`config.mk`:
```
export PLATFORM = sky130hd
export DESIGN_NAME = plab5_mcore_mem_req_cmsg_pack_arb_flat
export DESIGN_NICKNAME = d
export VERILOG_FILES = /design/src/rtl/plab5_mcore_mem_req_cmsg_pack_arb_if.sv /design/src/rtl/plab5_mcore_mem_req_cmsg_pack_arb.sv /design/src/flat_wrapper.sv
export SDC_FILE = /design/constraint.sdc
export NUM_CORES = 1
export LEC_CHECK = 0
export CORE_UTILIZATION = 35
export CTS_CLUSTER_DIAMETER = 40
export DETAILED_ROUTE_END_ITERATION = 10
export PLACE_DENSITY = 0.66
export SLEW_MARGIN = 25
export SYNTH_ARGS = -nofsm -noshare
export SYNTH_HDL_FRONTEND = slang
export SYNTH_SLANG_ARGS = --single-unit
```
`constraint.sdc`:
```
create_clock -name clk -period 4.5 [get_ports clk]
set_clock_uncertainty 0.1 [all_clocks]
set_input_delay 0.9 -clock clk [delete_from_list [all_inputs] [get_ports clk]]
set_output_delay 0.9 -clock clk [all_outputs]
set_load 0.05 [all_outputs]
```
`src/rtl/plab5_mcore_mem_req_cmsg_pack_arb_if.sv`:
```
// Request/response bundle for the multi-port memory-request control-message packer.
// Requesters drive the master side; the packer implements the slave side.
interface plab5_mcore_mem_req_cmsg_pack_arb_if #(
  parameter int p_num_ports    = 4,
  parameter int p_opaque_nbits = 8,
  parameter int p_addr_nbits   = 32,
  parameter int p_data_nbits   = 32,
  parameter int p_queue_depth  = 2
);

  localparam int type_nbits  = 3;
  localparam int len_nbits   = $clog2(p_data_nbits/8);
  localparam int msg_nbits   = type_nbits + p_opaque_nbits + p_addr_nbits + len_nbits;
  localparam int count_nbits = $clog2(p_queue_depth) + 1;

  logic [p_num_ports-1:0]                in_val;
  logic [p_num_ports-1:0]                in_rdy;
  logic [p_num_ports*type_nbits-1:0]     in_type;
  logic [p_num_ports*p_opaque_nbits-1:0] in_opaque;
  logic [p_num_ports*p_addr_nbits-1:0]   in_addr;
  logic [p_num_ports*len_nbits-1:0]      in_len;

  logic                   out_val;
  logic                   out_rdy;
  logic [msg_nbits-1:0]   out_msg;
  logic [count_nbits-1:0] out_count;

  modport master (
    output in_val, in_type, in_opaque, in_addr, in_len, out_rdy,
    input  in_rdy, out_val, out_msg, out_count
  );

  modport slave (
    input  in_val, in_type, in_opaque, in_addr, in_len, out_rdy,
    output in_rdy, out_val, out_msg, out_count
  );

endinterface

```
`src/rtl/plab5_mcore_mem_req_cmsg_pack_arb.sv`:
```
// Round-robin arbiter over N request ports, packing the winner into {type,opaque,addr,len}
// and queueing it in a FIFO. Optional macro PLAB5_MCORE_CMSG_SRC_TAG_EN tags opaque with the source port.
module plab5_mcore_mem_req_cmsg_pack_arb #(
  parameter int p_num_ports    = 4,
  parameter int p_opaque_nbits = 8,
  parameter int p_addr_nbits   = 32,
  parameter int p_data_nbits   = 32,
  parameter int p_queue_depth  = 2
) (
  input logic clk,
  input logic reset,
  plab5_mcore_mem_req_cmsg_pack_arb_if.slave bus
);

  localparam int type_nbits = 3;
  localparam int len_nbits  = $clog2(p_data_nbits/8);
  localparam int msg_nbits  = type_nbits + p_opaque_nbits + p_addr_nbits + len_nbits;
  localparam int ptr_nbits  = $clog2(p_num_ports);
  localparam int q_nbits    = $clog2(p_queue_depth);

  typedef logic [ptr_nbits:0] scan_t;

  logic [ptr_nbits-1:0]      prio_ptr;
  scan_t                     scan;
  logic [p_num_ports-1:0]    grant;
  logic [ptr_nbits-1:0]      grant_idx;
  logic                      any_val;

  logic [type_nbits-1:0]     sel_type;
  logic [p_opaque_nbits-1:0] sel_opaque;
  logic [p_addr_nbits-1:0]   sel_addr;
  logic [len_nbits-1:0]      sel_len;
  logic [p_opaque_nbits-1:0] pack_opaque;
  logic [msg_nbits-1:0]      enq_msg;

  logic [msg_nbits-1:0]      storage [p_queue_depth];
  logic [q_nbits-1:0]        head;
  logic [q_nbits-1:0]        tail;
  logic [q_nbits:0]          count;
  logic                      full;
  logic                      enq;
  logic                      deq;

  // Round-robin scan starting at the priority pointer; first valid port wins.
  always_comb begin
    grant     = '0;
    grant_idx = '0;
    any_val   = 1'b0;
    scan      = '0;
    for (int k = 0; k < p_num_ports; k++) begin
      scan = {1'b0, prio_ptr} + scan_t'(k);
      if (scan >= scan_t'(p_num_ports)) begin
        scan = scan - scan_t'(p_num_ports);
      end else begin
        scan = scan;
      end
      if (!any_val && bus.in_val[scan[ptr_nbits-1:0]]) begin
        any_val                     = 1'b1;
        grant_idx                   = scan[ptr_nbits-1:0];
        grant[scan[ptr_nbits-1:0]]  = 1'b1;
      end else begin
        any_val = any_val;
      end
    end
  end

  // Select the winning port's fields from the flattened input buses.
  always_comb begin
    sel_type   = '0;
    sel_opaque = '0;
    sel_addr   = '0;
    sel_len    = '0;
    for (int i = 0; i < p_num_ports; i++) begin
      if (grant[i]) begin
        sel_type   = bus.in_type[i*type_nbits +: type_nbits];
        sel_opaque = bus.in_opaque[i*p_opaque_nbits +: p_opaque_nbits];
        sel_addr   = bus.in_addr[i*p_addr_nbits +: p_addr_nbits];
        sel_len    = bus.in_len[i*len_nbits +: len_nbits];
      end else begin
        sel_type   = sel_type;
      end
    end
  end

  // Opaque passes through, or carries the source port index in its low bits.
  always_comb begin
    pack_opaque = sel_opaque;
`ifdef PLAB5_MCORE_CMSG_SRC_TAG_EN
    pack_opaque[ptr_nbits-1:0] = grant_idx;
`endif
  end

  assign enq_msg = {sel_type, pack_opaque, sel_addr, sel_len};

  assign full = (count == (q_nbits+1)'(p_queue_depth));
  assign enq  = any_val && !full && !reset;
  assign deq  = bus.out_val && bus.out_rdy;

  assign bus.in_rdy    = grant & {p_num_ports{!full && !reset}};
  assign bus.out_val   = (count != '0) && !reset;
  assign bus.out_msg   = storage[head];
  assign bus.out_count = count;

  // FIFO pointers, occupancy and arbitration priority.
  always_ff @(posedge clk) begin
    if (reset) begin
      head     <= '0;
      tail     <= '0;
      count    <= '0;
      prio_ptr <= '0;
    end else begin
      if (enq) begin
        tail <= tail + q_nbits'(1);
        if (grant_idx == ptr_nbits'(p_num_ports-1)) begin
          prio_ptr <= '0;
        end else begin
          prio_ptr <= grant_idx + ptr_nbits'(1);
        end
      end else begin
        tail     <= tail;
        prio_ptr <= prio_ptr;
      end
      if (deq) begin
        head <= head + q_nbits'(1);
      end else begin
        head <= head;
      end
      case ({enq, deq})
        2'b10:   count <= count + (q_nbits+1)'(1);
        2'b01:   count <= count - (q_nbits+1)'(1);
        default: count <= count;
      endcase
    end
  end

  // Message storage; contents need no reset since count gates visibility.
  always_ff @(posedge clk) begin
    if (enq) begin
      storage[tail] <= enq_msg;
    end else begin
      storage[tail] <= storage[tail];
    end
  end

endmodule

```
`src/flat_wrapper.sv`:
```
// flat-port wrapper written by rule: the top's interface ports become plain ports
module plab5_mcore_mem_req_cmsg_pack_arb_flat 
#(
  parameter int p_num_ports    = 4,
  parameter int p_opaque_nbits = 8,
  parameter int p_addr_nbits   = 32,
  parameter int p_data_nbits   = 32,
  parameter int p_queue_depth  = 2
)
  (clk, reset, bus_in_val, bus_in_type, bus_in_opaque, bus_in_addr, bus_in_len, bus_out_rdy, bus_in_rdy, bus_out_val, bus_out_msg, bus_out_count);
  plab5_mcore_mem_req_cmsg_pack_arb_if #(.p_num_ports(p_num_ports), .p_opaque_nbits(p_opaque_nbits), .p_addr_nbits(p_addr_nbits), .p_data_nbits(p_data_nbits), .p_queue_depth(p_queue_depth)) bus_i ();
  input logic clk;
  input logic reset;
  input wire logic [$bits(bus_i.in_val)-1:0] bus_in_val;
  input wire logic [$bits(bus_i.in_type)-1:0] bus_in_type;
  input wire logic [$bits(bus_i.in_opaque)-1:0] bus_in_opaque;
  input wire logic [$bits(bus_i.in_addr)-1:0] bus_in_addr;
  input wire logic [$bits(bus_i.in_len)-1:0] bus_in_len;
  input wire logic [$bits(bus_i.out_rdy)-1:0] bus_out_rdy;
  output wire logic [$bits(bus_i.in_rdy)-1:0] bus_in_rdy;
  output wire logic [$bits(bus_i.out_val)-1:0] bus_out_val;
  output wire logic [$bits(bus_i.out_msg)-1:0] bus_out_msg;
  output wire logic [$bits(bus_i.out_count)-1:0] bus_out_count;
  assign bus_i.in_val = bus_in_val;
  assign bus_i.in_type = bus_in_type;
  assign bus_i.in_opaque = bus_in_opaque;
  assign bus_i.in_addr = bus_in_addr;
  assign bus_i.in_len = bus_in_len;
  assign bus_i.out_rdy = bus_out_rdy;
  assign bus_in_rdy = bus_i.in_rdy;
  assign bus_out_val = bus_i.out_val;
  assign bus_out_msg = bus_i.out_msg;
  assign bus_out_count = bus_i.out_count;
  plab5_mcore_mem_req_cmsg_pack_arb #(.p_num_ports(p_num_ports), .p_opaque_nbits(p_opaque_nbits), .p_addr_nbits(p_addr_nbits), .p_data_nbits(p_data_nbits), .p_queue_depth(p_queue_depth)) u_core (.clk(clk), .reset(reset), .bus(bus_i));
endmodule
```
==> out/metrics.csv, run 1 <==
stage,metric,value,unit
clock_tree,clk_latency,0.34,ns
clock_tree,cts_tree,done,
grt,antenna_found_initial,0,
place,routabilityCongestion,0.8098,
clock_tree,cts_root_buf,clkbuf_16,
synth,syn_nets,680,
floorplan,io_pins,239,
critical_path,crit_path_start_kind,primary input,
routing,final_antenna_net_count,0,
power_and_ir_drop,p_per_area,831.5,mW/mm^2
finish,final_cell_mix,"clkdlybuf4s50_1 (234), edfxtp_1 (90), o21ai_0 (49)",
floorplan,die_w,131.4,um
worst_hold_path,min_path_type,reg2reg,
finish,mostFrequentLayoutCell,clkdlybuf4s50_1,
synth,synth-edff-count,90,
sta,relSlewSlack,0.3985,
finish,ff_latch_area,0.002845,sq mm
routing,routedWlPerCell,20.94,um
power_and_ir_drop,vdd_drop_max,0.3178,mV
floorplan,initial_core_util,0.3637,
finish,postLayoutCellArea,0.008656,sq mm
synth,avgSynthCellArea,12.09,sq um
synth,synth_top_area_frac,0.4610,
synth,async_flop_share,0,
sta,rsz0062_at_grt,false,
finish,syn_to_final_growth,47.66,%
place,numPortBuffers,238,
critical_path,slowest_delay,0.63,ns
synth,synth.largest_area_cell,edfxtp_1,
status,outcome,finished clean,
critical_path,cp-end-kind,primary output,
routing,wl,19.12,mm
synth,synth_warnings,0,
critical_path,criticalPathCategory,in2out,
synth,netlist_area,0.005862,sq mm
floorplan,rows,46,
synth,ys_seq_elements,97,
power_and_ir_drop,total_power,7.197,mW
synth,synthCells,485,
synth,seq_area_frac_synth,0.4850,
grt,grt.total_usage,0.2214,
finish,fillers,1399,
floorplan,core_area,0.01612,sq mm
grt,grt_pass1_wl,29.74,mm
critical_path,crit_slowest_cell,clkdlybuf4s50_1,
sta,slew_viol_final,0,
floorplan,die-area,0.01727,sq mm
place,dpl-instance-area,0.008373,sq mm
critical_path,cp.required,3.50,ns
finish,drive_gt1_frac,0.1966,
sta,setup_viol,0,
finish,multi_input_area,0.002700,sq mm
synth,ys.flop_type,edfxtp_1,
sta,hold_slack,0.4190,ns
routing,first_pass_iters,5,
floorplan,die_y,131.4,um
run,cap_violations,0,
sta,tightest_slew,0.9001,ns
finish,antennaDiodeCount,0,
sta,fin_crit_sh,0.9499,
critical_path,path_cells,clkdlybuf4s50_1 -> nand2b_1 -> mux4_2 -> o311ai_1 -> a21oi_4 -> nor2_1 -> buf_12,
critical_path,crit_buf_inv,2,
place,dp_hpwl,13.06,mm
clock_tree,cts_num_sinks,97,
grt,grt_pass1_vias,5476,
sta,min_period,4.275,ns
synth,synthDistinctLibCells,47,
sta,max_freq,0.2339,GHz
power_and_ir_drop,p_leak,2.962,nW
synth,ys_top_cells_by_area,"edfxtp_1 (46%), mux2_2 (9.2%), o221a_2 (7.5%)",
routing,vias,5210,
critical_path,cp_max_fo,13,
finish,nets,888,
sta,setup_tns,0,ns
routing,viasPerCell,5.706,
critical_path,rrSetupSlack,0.56,ns
critical_path,critPathArrivalTime,3.27,ns
grt,grt_max_degree,92,
routing,drt_iter0_drc,426,
clock_tree,cts_max_path_buffers,2,
grt,grt_overflow,0,
routing,drc_errors,0,
clock_tree,cts_inserted_buffers,9,
critical_path,cp_top_family,buffers and inverters,
clock_tree,clk_pin_slew,0.07,ns
sta,hold_viol,0,
clock_tree,cts_max_level,3,
## cells in the mapped netlist, types with 8 or more instances
| cell | number |
|---|---|
| o2111ai_1 | 45 |
| o221a_2 | 39 |
| nor2_1 | 15 |
| nand2_1 | 8 |
| edfxtp_1 | 90 |
| nand3_1 | 45 |
| buf_6 | 9 |
| ha_1 | 8 |
| mux2_2 | 48 |
| o21ai_0 | 49 |
| buf_2 | 34 |
## timing repair
| item | 4_1_cts | 5_1_grt |
|---|---|---|
| resized for setup | 1 | 1 |
| setup buffers | 0 | 0 |
| setup endpoints to repair | 1 | 3 |
| hold buffers | 0 | 0 |
## through the flow
step           utilization  instances  worst slack (ns)
6_report            0.5371        913            0.2254
5_1_grt             0.5371        913            0.1011
4_1_cts             0.5370        913           0.07401
3_5_place_dp        0.5196        898            0.1862
3_3_place_gp        0.5196        898            0.3404
2_1_floorplan            -        485            0.1323
## path summary, 6_finish.rpt
path | start | end | cells past startpoint
worst min register to register | u_core.head$_SDFFE_PP0P_ | u_core.head$_SDFFE_PP0P_ | 2
worst max register to register | u_core.prio_ptr[1]$_SDFFE_PP0N_ | u_core.storage[0][5]$_DFFE_PP_ | 10
worst max-delay path | bus_in_val[3] | bus_in_rdy[3] | 7
worst min-delay path | u_core.head$_SDFFE_PP0P_ | u_core.head$_SDFFE_PP0P_ | 2
## state kept, by name (all words and copies together) (netlist names), named ones only
| signal | cells |
|---|---|
| u_core.bus.out_count | 2 |
| u_core.head | 1 |
| u_core.prio_ptr | 1 |
| u_core.storage | 90 |
| u_core.tail | 1 |
## kinds of logic (layout without fill, tap and decap cells)
logic type / count (synthesis) / after routing / synth area share
buf+inv: 63 / 275 / 0.06105
fa+ha+maj: 8 / 8 / 0.01708
compound gates: 163 / 163 / 0.2354
mux: 53 / 53 / 0.1072
flops: 97 / 97 / 0.4850
xor+xnor: 5 / 5 / 0.007472
simple gates: 96 / 96 / 0.08687
## final cells by class
cell class                 instances  area share
tap                              216     0.03122
inverter                           7    0.003036
clock buffer                      12     0.02732
multi-input combinational        325      0.3119
sequential                        97      0.3287
clock inverter                     3    0.004915
timing repair buffer             253      0.2929
## worst reg2reg max path, stage by stage (launching register included)
cell	delay [ns]
dfxtp_2	0.47
inv_1	0.19
ha_2	0.51
mux4_2	0.55
buf_4	0.20
nand3b_1	0.11
o311ai_1	0.16
a21oi_4	0.20
buf_12	0.34
nand2b_4	0.41
o221a_2	0.46
## report_power, final
group	internal [mW]	leakage [nW]	switching (mW)
Combinational	1.91	1.92	2.72
Sequential	1.72	0.909	0.0967
Clock	0.428	0.134	0.329
## per-layer routing
layer  track usage  routed length, um  up-vias  part of all wire
li1              -                  -     2409                 -
met1        0.2622               7897     2549              0.41
met2        0.3933               9745      220              0.51
met3       0.03588                981       32             0.051
met4       0.09561                497        0             0.026
met5             0                  0        -                 0
Note: power is estimated with default switching activity, not from simulation.
==> inputs of run 2 (changes only) <==
--- a/config.mk
+++ b/config.mk
@@ -8,7 +8,7 @@
 export CORE_UTILIZATION = 35
 export CTS_CLUSTER_DIAMETER = 40
 export DETAILED_ROUTE_END_ITERATION = 10
-export PLACE_DENSITY = 0.66
+export PLACE_DENSITY = 0.67
 export SLEW_MARGIN = 25
 export SYNTH_ARGS = -nofsm -noshare
 export SYNTH_HDL_FRONTEND = slang
==> run 2 against run 1 <==
  * Core utilization grew 0.30 points
  * Critical path depth grew 1
  * Clock power grew 14%
  * Sequential power is essentially flat
  * Worst setup slack lost 0.066 ns
  * Final cell count grew 0.22%
==> out/metrics.csv, run 2 (synthesized netlist as in run 1, its figures left out) <==
stage,metric,value,unit,change
routing,routedWlPerCell,20.17,um,was 20.94 um
clock_tree,cts_inserted_buffers,9,,unchanged
sta,fin_crit_sh,0.9645,,was 0.9499
sta,setup_viol,0,,unchanged
grt,grt_pass1_vias,5256,,was 5476
finish,nets,889,,was 888
floorplan,die_y,131.4,um,unchanged
critical_path,criticalPathCategory,reg2out,,was in2out
worst_hold_path,min_path_type,reg2reg,,unchanged
routing,drt_iter0_drc,443,,was 426
grt,grt.total_usage,0.2135,,was 0.2214
finish,drive_gt1_frac,0.2017,,was 0.1966
place,dp_hpwl,12.89,mm,was 13.06 mm
finish,antennaDiodeCount,0,,unchanged
sta,min_period,4.340,ns,was 4.275 ns
routing,viasPerCell,5.697,,was 5.706
finish,mostFrequentLayoutCell,clkdlybuf4s50_1,,unchanged
place,dp.cells,899,,was 898
sta,setup_tns,0,ns,unchanged
routing,wl,18.46,mm,was 19.12 mm
sta,hold_slack,0.4306,ns,was 0.4190 ns
floorplan,rows,46,,unchanged
critical_path,cp-startpoint,u_core.prio_ptr[1]$_SDFFE_PP0N_,,was bus_in_val[3]
sta,relSlewSlack,0.4060,,was 0.3985
clock_tree,cts_max_level,3,,unchanged
clock_tree,postCtsSetupBuffers,0,,unchanged
sta,tightest_slew,0.8889,ns,was 0.9001 ns
power_and_ir_drop,vdd_drop_max,0.4822,mV,was 0.3178 mV
critical_path,critPathArrivalTime,3.34,ns,was 3.27 ns
status,outcome,finished clean,,unchanged
grt,grt_pass1_wl,28.80,mm,was 29.74 mm
clock_tree,cts_tree,done,,unchanged
place,routabilityCongestion,0.8224,,was 0.8098
clock_tree,cts_num_sinks,97,,unchanged
floorplan,die-area,0.01727,sq mm,unchanged
grt,antenna_found_initial,0,,unchanged
sta,rsz0062_at_grt,false,,unchanged
critical_path,r2r-start,u_core.prio_ptr[1]$_SDFFE_PP0N_,,unchanged
place,numPortBuffers,238,,unchanged
floorplan,initial_core_util,0.3637,,unchanged
sta,slew_viol_final,0,,unchanged
floorplan,core_area,0.01612,sq mm,unchanged
floorplan,die_w,131.4,um,unchanged
finish,largest_register,u_core.storage,,unchanged
clock_tree,clk_pin_slew,0.07,ns,about the same
clock_tree,clk_latency,0.34,ns,about the same
critical_path,crit_path_start_kind,flop,,was primary input
run,cap_violations,0,,unchanged
grt,grt_overflow,0,,unchanged
power_and_ir_drop,p_per_area,834.8,mW/mm^2,was 831.5 mW/mm^2
sta,max_freq,0.2304,GHz,was 0.2339 GHz
critical_path,cp.required,3.50,ns,about the same
finish,final_cell_mix,"clkdlybuf4s50_1 (234), edfxtp_1 (90), o21ai_0 (49)",,unchanged
routing,drc_errors,0,,unchanged
routing,first_pass_iters,5,,unchanged
sta,hold_viol,0,,unchanged
finish,largest_register_ffs,90,,unchanged
grt,grt_max_degree,92,,unchanged
worst_hold_path,worstHoldPathCells,2,,unchanged
clock_tree,cts_max_path_buffers,2,,unchanged
finish,fin_cells,915,,was 913
routing,vias,5213,,was 5210
floorplan,io_pins,239,,unchanged
clock_tree,cts_hold_buf,0,,unchanged
finish,syn_to_final_growth,48.50,%,was 47.66%
critical_path,cp_max_fo,11,,was 13
worst_hold_path,min_from,u_core.head$_SDFFE_PP0P_,,unchanged
clock_tree,cts_root_buf,clkbuf_16,,unchanged
critical_path,cp-end-kind,primary output,,unchanged
critical_path,reg2reg_depth,10,,unchanged
place,dpl-instance-area,0.008368,sq mm,was 0.008373 sq mm
routing,final_antenna_net_count,0,,unchanged
finish,postLayoutCellArea,0.008705,sq mm,was 0.008656 sq mm
power_and_ir_drop,p_leak,2.997,nW,was 2.962 nW
-- run 2: what timing repair did --
action,CTS,global route
endpoints found under the setup margin,0,2
gates resized for setup,0,1
hold endpoints to repair,0,0
-- run 2: path summary, 6_finish.rpt --
check / endpoint / slack, ns
worst max-delay path: bus_in_rdy[0] / 0.16
worst min-delay path: u_core.head$_SDFFE_PP0P_ / 0.43
worst max register to register: u_core.storage[1][17]$_DFFE_PP_ / 0.48
worst min register to register: u_core.head$_SDFFE_PP0P_ / 0.43
-- run 2: worst max-delay path, cell delays in order (launching register included) --
cell	delay [ns]
dfxtp_1	0.61
inv_1	0.22
ha_2	0.52
mux4_2	0.56
or3b_1	0.38
a211oi_2	0.30
a2111oi_4	0.09
nor2_1	0.11
buf_4	0.21
-- run 2: per-layer routing --
| metal | up-vias | track usage | part of all wire | wire (um) |
|---|---|---|---|---|
| li1 | 2410 | - | - | - |
| met1 | 2538 | 0.2705 | 0.42 | 7790 |
| met2 | 244 | 0.3627 | 0.50 | 9208 |
| met3 | 21 | 0.04051 | 0.061 | 1125 |
| met4 | 0 | 0.07300 | 0.018 | 333 |
| met5 | - | 0 | 0 | 0 |
-- run 2: where the power goes --
part / internal, mW / switching, mW
clock network: 0.538 / 0.322
registers: 1.72 / 0.104
logic: 1.91 / 2.68
total: 4.16 / 3.11
-- run 2: area by class of cell --
class | instances | area [sq um]
inverter | 7 | 26.28
tap | 216 | 270.3
multi-input combinational | 325 | 2700
timing repair buffer | 254 | 2530
clock buffer | 9 | 225.2
fill | 1389 | 7411
clock inverter | 7 | 108.9
sequential | 97 | 2844
-- run 2: metrics by stage --
| step | total power [mW] | util | setup WS, ns |
|---|---|---|---|
| final | 7.266 | 0.5401 | 0.1598 |
| after global routing | 7.665 | 0.5401 | 0.02174 |
| after detailed placement | 6.399 | 0.5193 | 0.2238 |
| after floorplan | 5.299 | - | 0.1323 |
| after CTS | 7.277 | 0.5400 | 0.08903 |
| after global placement | 6.281 | 0.5193 | 0.3060 |
==> inputs of run 3 (changes only) <==
--- a/config.mk
+++ b/config.mk
@@ -6,9 +6,9 @@
 export NUM_CORES = 1
 export LEC_CHECK = 0
 export CORE_UTILIZATION = 35
-export CTS_CLUSTER_DIAMETER = 40
 export DETAILED_ROUTE_END_ITERATION = 10
 export PLACE_DENSITY = 0.67
+export SETUP_SLACK_MARGIN = 0.2
 export SLEW_MARGIN = 25
 export SYNTH_ARGS = -nofsm -noshare
 export SYNTH_HDL_FRONTEND = slang
==> run 3 against run 2 <==
  * Core utilization barely moved
  * Clock power fell by 14%
  * Sequential share of layout area barely moved
  * Non-clock buffer count rose by 5
  * Final cell count rose by 0.33%
  * Power rose by 0.75%
  * Final area barely moved
  * Combinational power rose by 4%
  * Worst setup slack improved by 0.12 ns
==> out/metrics.csv, run 3 (synthesized netlist as in run 1, its figures left out) <==
stage,metric,value,unit,change
status,outcome,finished clean,,unchanged
sta,relSlewSlack,0.5629,,was 0.4060
finish,largest_register,u_core.storage,,unchanged
routing,wl,19.35,mm,was 18.46 mm
power_and_ir_drop,p_per_area,840.8,mW/mm^2,was 834.8 mW/mm^2
routing,routedWlPerCell,21.08,um,was 20.17 um
clock_tree,clk_latency,0.34,ns,about the same
run,cap_violations,0,,unchanged
critical_path,cp-end-kind,primary output,,unchanged
sta,min_period,4.224,ns,was 4.340 ns
floorplan,io_pins,239,,unchanged
clock_tree,cts_hold_buf,0,,unchanged
critical_path,cp_max_fo,13,,was 11
finish,fillers,1360,,was 1389
clock_tree,cts_tree,done,,unchanged
floorplan,die_y,131.4,um,unchanged
place,dpl-instance-area,0.008402,sq mm,was 0.008368 sq mm
critical_path,crit_buf_inv,2,,unchanged
sta,max_freq,0.2367,GHz,was 0.2304 GHz
grt,grt_pass1_wl,30.04,mm,was 28.80 mm
clock_tree,cts_root_buf,clkbuf_16,,unchanged
critical_path,cp_top_family,buffers and inverters,,was flip-flops
place,dp_hpwl,13.38,mm,was 12.89 mm
floorplan,initial_core_util,0.3637,,unchanged
sta,slew_viol_final,0,,unchanged
grt,antenna_found_initial,0,,unchanged
floorplan,die-area,0.01727,sq mm,unchanged
grt,grt.total_usage,0.2236,,was 0.2135
finish,syn_to_final_growth,48.54,%,was 48.50%
finish,final_cell_mix,"clkdlybuf4s50_1 (233), edfxtp_1 (90), o21ai_0 (49)",,"was clkdlybuf4s50_1 (234), edfxtp_1 (90), o21ai_0 (49)"
routing,first_pass_iters,5,,unchanged
critical_path,crit_slowest_cell,clkdlybuf4s50_1,,was dfxtp_1
sta,setup_tns,0,ns,unchanged
place,dp.cells,902,,was 899
floorplan,die_w,131.4,um,unchanged
sta,rsz0062_at_grt,false,,unchanged
floorplan,rows,46,,unchanged
finish,antennaDiodeCount,0,,unchanged
place,numPortBuffers,238,,unchanged
critical_path,path_cells,clkdlybuf4s50_1 -> or3b_1 -> a2111o_1 -> nand2_2 -> a21oi_4 -> nor2_1 -> buf_12,,was inv_1 -> ha_2 -> mux4_2 -> or3b_1 -> a211oi_2 -> a2111oi_4 -> nor2_1 -> buf_4
worst_hold_path,min_path_type,reg2reg,,unchanged
power_and_ir_drop,vdd_drop_max,0.8283,mV,was 0.4822 mV
power_and_ir_drop,p_leak,2.997,nW,about the same
grt,grt_overflow,0,,unchanged
sta,hold_viol,0,,unchanged
routing,viasPerCell,5.771,,was 5.697
finish,fin_cells,918,,was 915
routing,vias,5298,,was 5213
clock_tree,cts_max_path_buffers,2,,unchanged
clock_tree,clk_pin_slew,0.06,ns,was 0.07 ns
critical_path,criticalPathCategory,in2out,,was reg2out
critical_path,critPathArrivalTime,3.22,ns,was 3.34 ns
sta,fin_crit_sh,0.9387,,was 0.9645
critical_path,crit_path_start_kind,primary input,,was flop
power_and_ir_drop,total_power,7.321,mW,was 7.266 mW
critical_path,slowest_delay,0.72,ns,was 0.61 ns
clock_tree,cts_max_level,3,,unchanged
grt,grt_max_degree,55,,was 92
floorplan,core_area,0.01612,sq mm,unchanged
sta,setup_viol,0,,unchanged
routing,drc_errors,0,,unchanged
finish,nets,894,,was 889
sta,tightest_slew,0.6557,ns,was 0.8889 ns
finish,utilization,0.5403,,was 0.5401
finish,multi_input_area,0.002704,sq mm,was 0.002700 sq mm
finish,mostFrequentLayoutCell,clkdlybuf4s50_1,,unchanged
finish,largest_register_ffs,90,,unchanged
place,routabilityCongestion,0.8540,,was 0.8224
clock_tree,cts_inserted_buffers,9,,unchanged
finish,ff_latch_area,0.002845,sq mm,was 0.002844 sq mm
clock_tree,cts_num_sinks,97,,unchanged
finish,drive_gt1_frac,0.2094,,was 0.2017
routing,final_antenna_net_count,0,,unchanged
routing,drt_iter0_drc,482,,was 443
grt,grt_pass1_vias,5366,,was 5256
finish,postLayoutCellArea,0.008707,sq mm,was 0.008705 sq mm
critical_path,cp.required,3.50,ns,about the same
## run 3: cell count changes in the layout (fill, tap and decap cells not counted), moves of 2 or more
cell        previous run  this run
bufinv_16              3         1
clkinv_2               3         1
buf_4                 17        21
clkinvlp_4             0         2
## run 3: per-stage QoR
step | hold slack (ns) | worst slack [ns]
finish | 0.4398 | 0.2759
global route | 0.4582 | 0.2079
CTS | 0.4381 | 0.3083
detailed placement | 0.4090 | 0.2043
global placement | 0.3979 | 0.2540
floorplan | 0.3812 | 0.2102
## run 3: what timing repair did
action / CTS / global route
buffers inserted: 2 / 0
resized for setup: 2 / 1
cloned: 0 / 0
setup endpoints to repair: 3 / 1
## run 3: report_power, final
| group | internal, mW | switching, mW |
|---|---|---|
| sequential | 1.72 | 0.112 |
| combinational | 1.94 | 2.80 |
| clock | 0.424 | 0.318 |
## run 3: worst paths after layout
| check | from | end | slack [ns] | depth (start not counted) |
|---|---|---|---|---|
| worst max-delay path | bus_in_val[2] | bus_in_rdy[3] | 0.28 | 7 |
| worst min register to register | u_core.head$_SDFFE_PP0P_ | flop | 0.44 | 2 |
| worst max register to register | u_core.prio_ptr[1]$_SDFFE_PP0N_ | u_core.storage[0][36]$_DFFE_PP_ | 0.43 | 11 |
| worst min-delay path | u_core.head$_SDFFE_PP0P_ | flop | 0.44 | 2 |
## run 3: area by class of cell
| type | instances | area share |
|---|---|---|
| tap | 216 | 0.03104 |
| inverter | 7 | 0.003018 |
| clock buffer | 9 | 0.02587 |
| sequential | 97 | 0.3268 |
| timing repair buffer | 259 | 0.2960 |
| clock inverter | 5 | 0.006754 |
| multi-input combinational | 325 | 0.3105 |
## run 3: metal layers
layer  vias up  part of all wire  GRT usage  routed length [um]
met3        35             0.064    0.03704                1243
li1       2416                 -          -                   -
met4         0             0.026    0.08915                 500
met1      2605              0.43     0.2917                8357
met5         -                 0          0                   0
met2       242              0.48     0.3680                9246
## run 3: worst reg2reg max path, delay by kind of cell (launching register included)
| kind | cells | cell delay [ns] |
|---|---|---|
| flops | 1 | 0.48 |
| compound gates | 3 | 0.80 |
| simple gates | 2 | 0.47 |
| buf+inv | 4 | 0.91 |
| fa+ha+maj | 1 | 0.49 |
| mux | 1 | 0.55 |
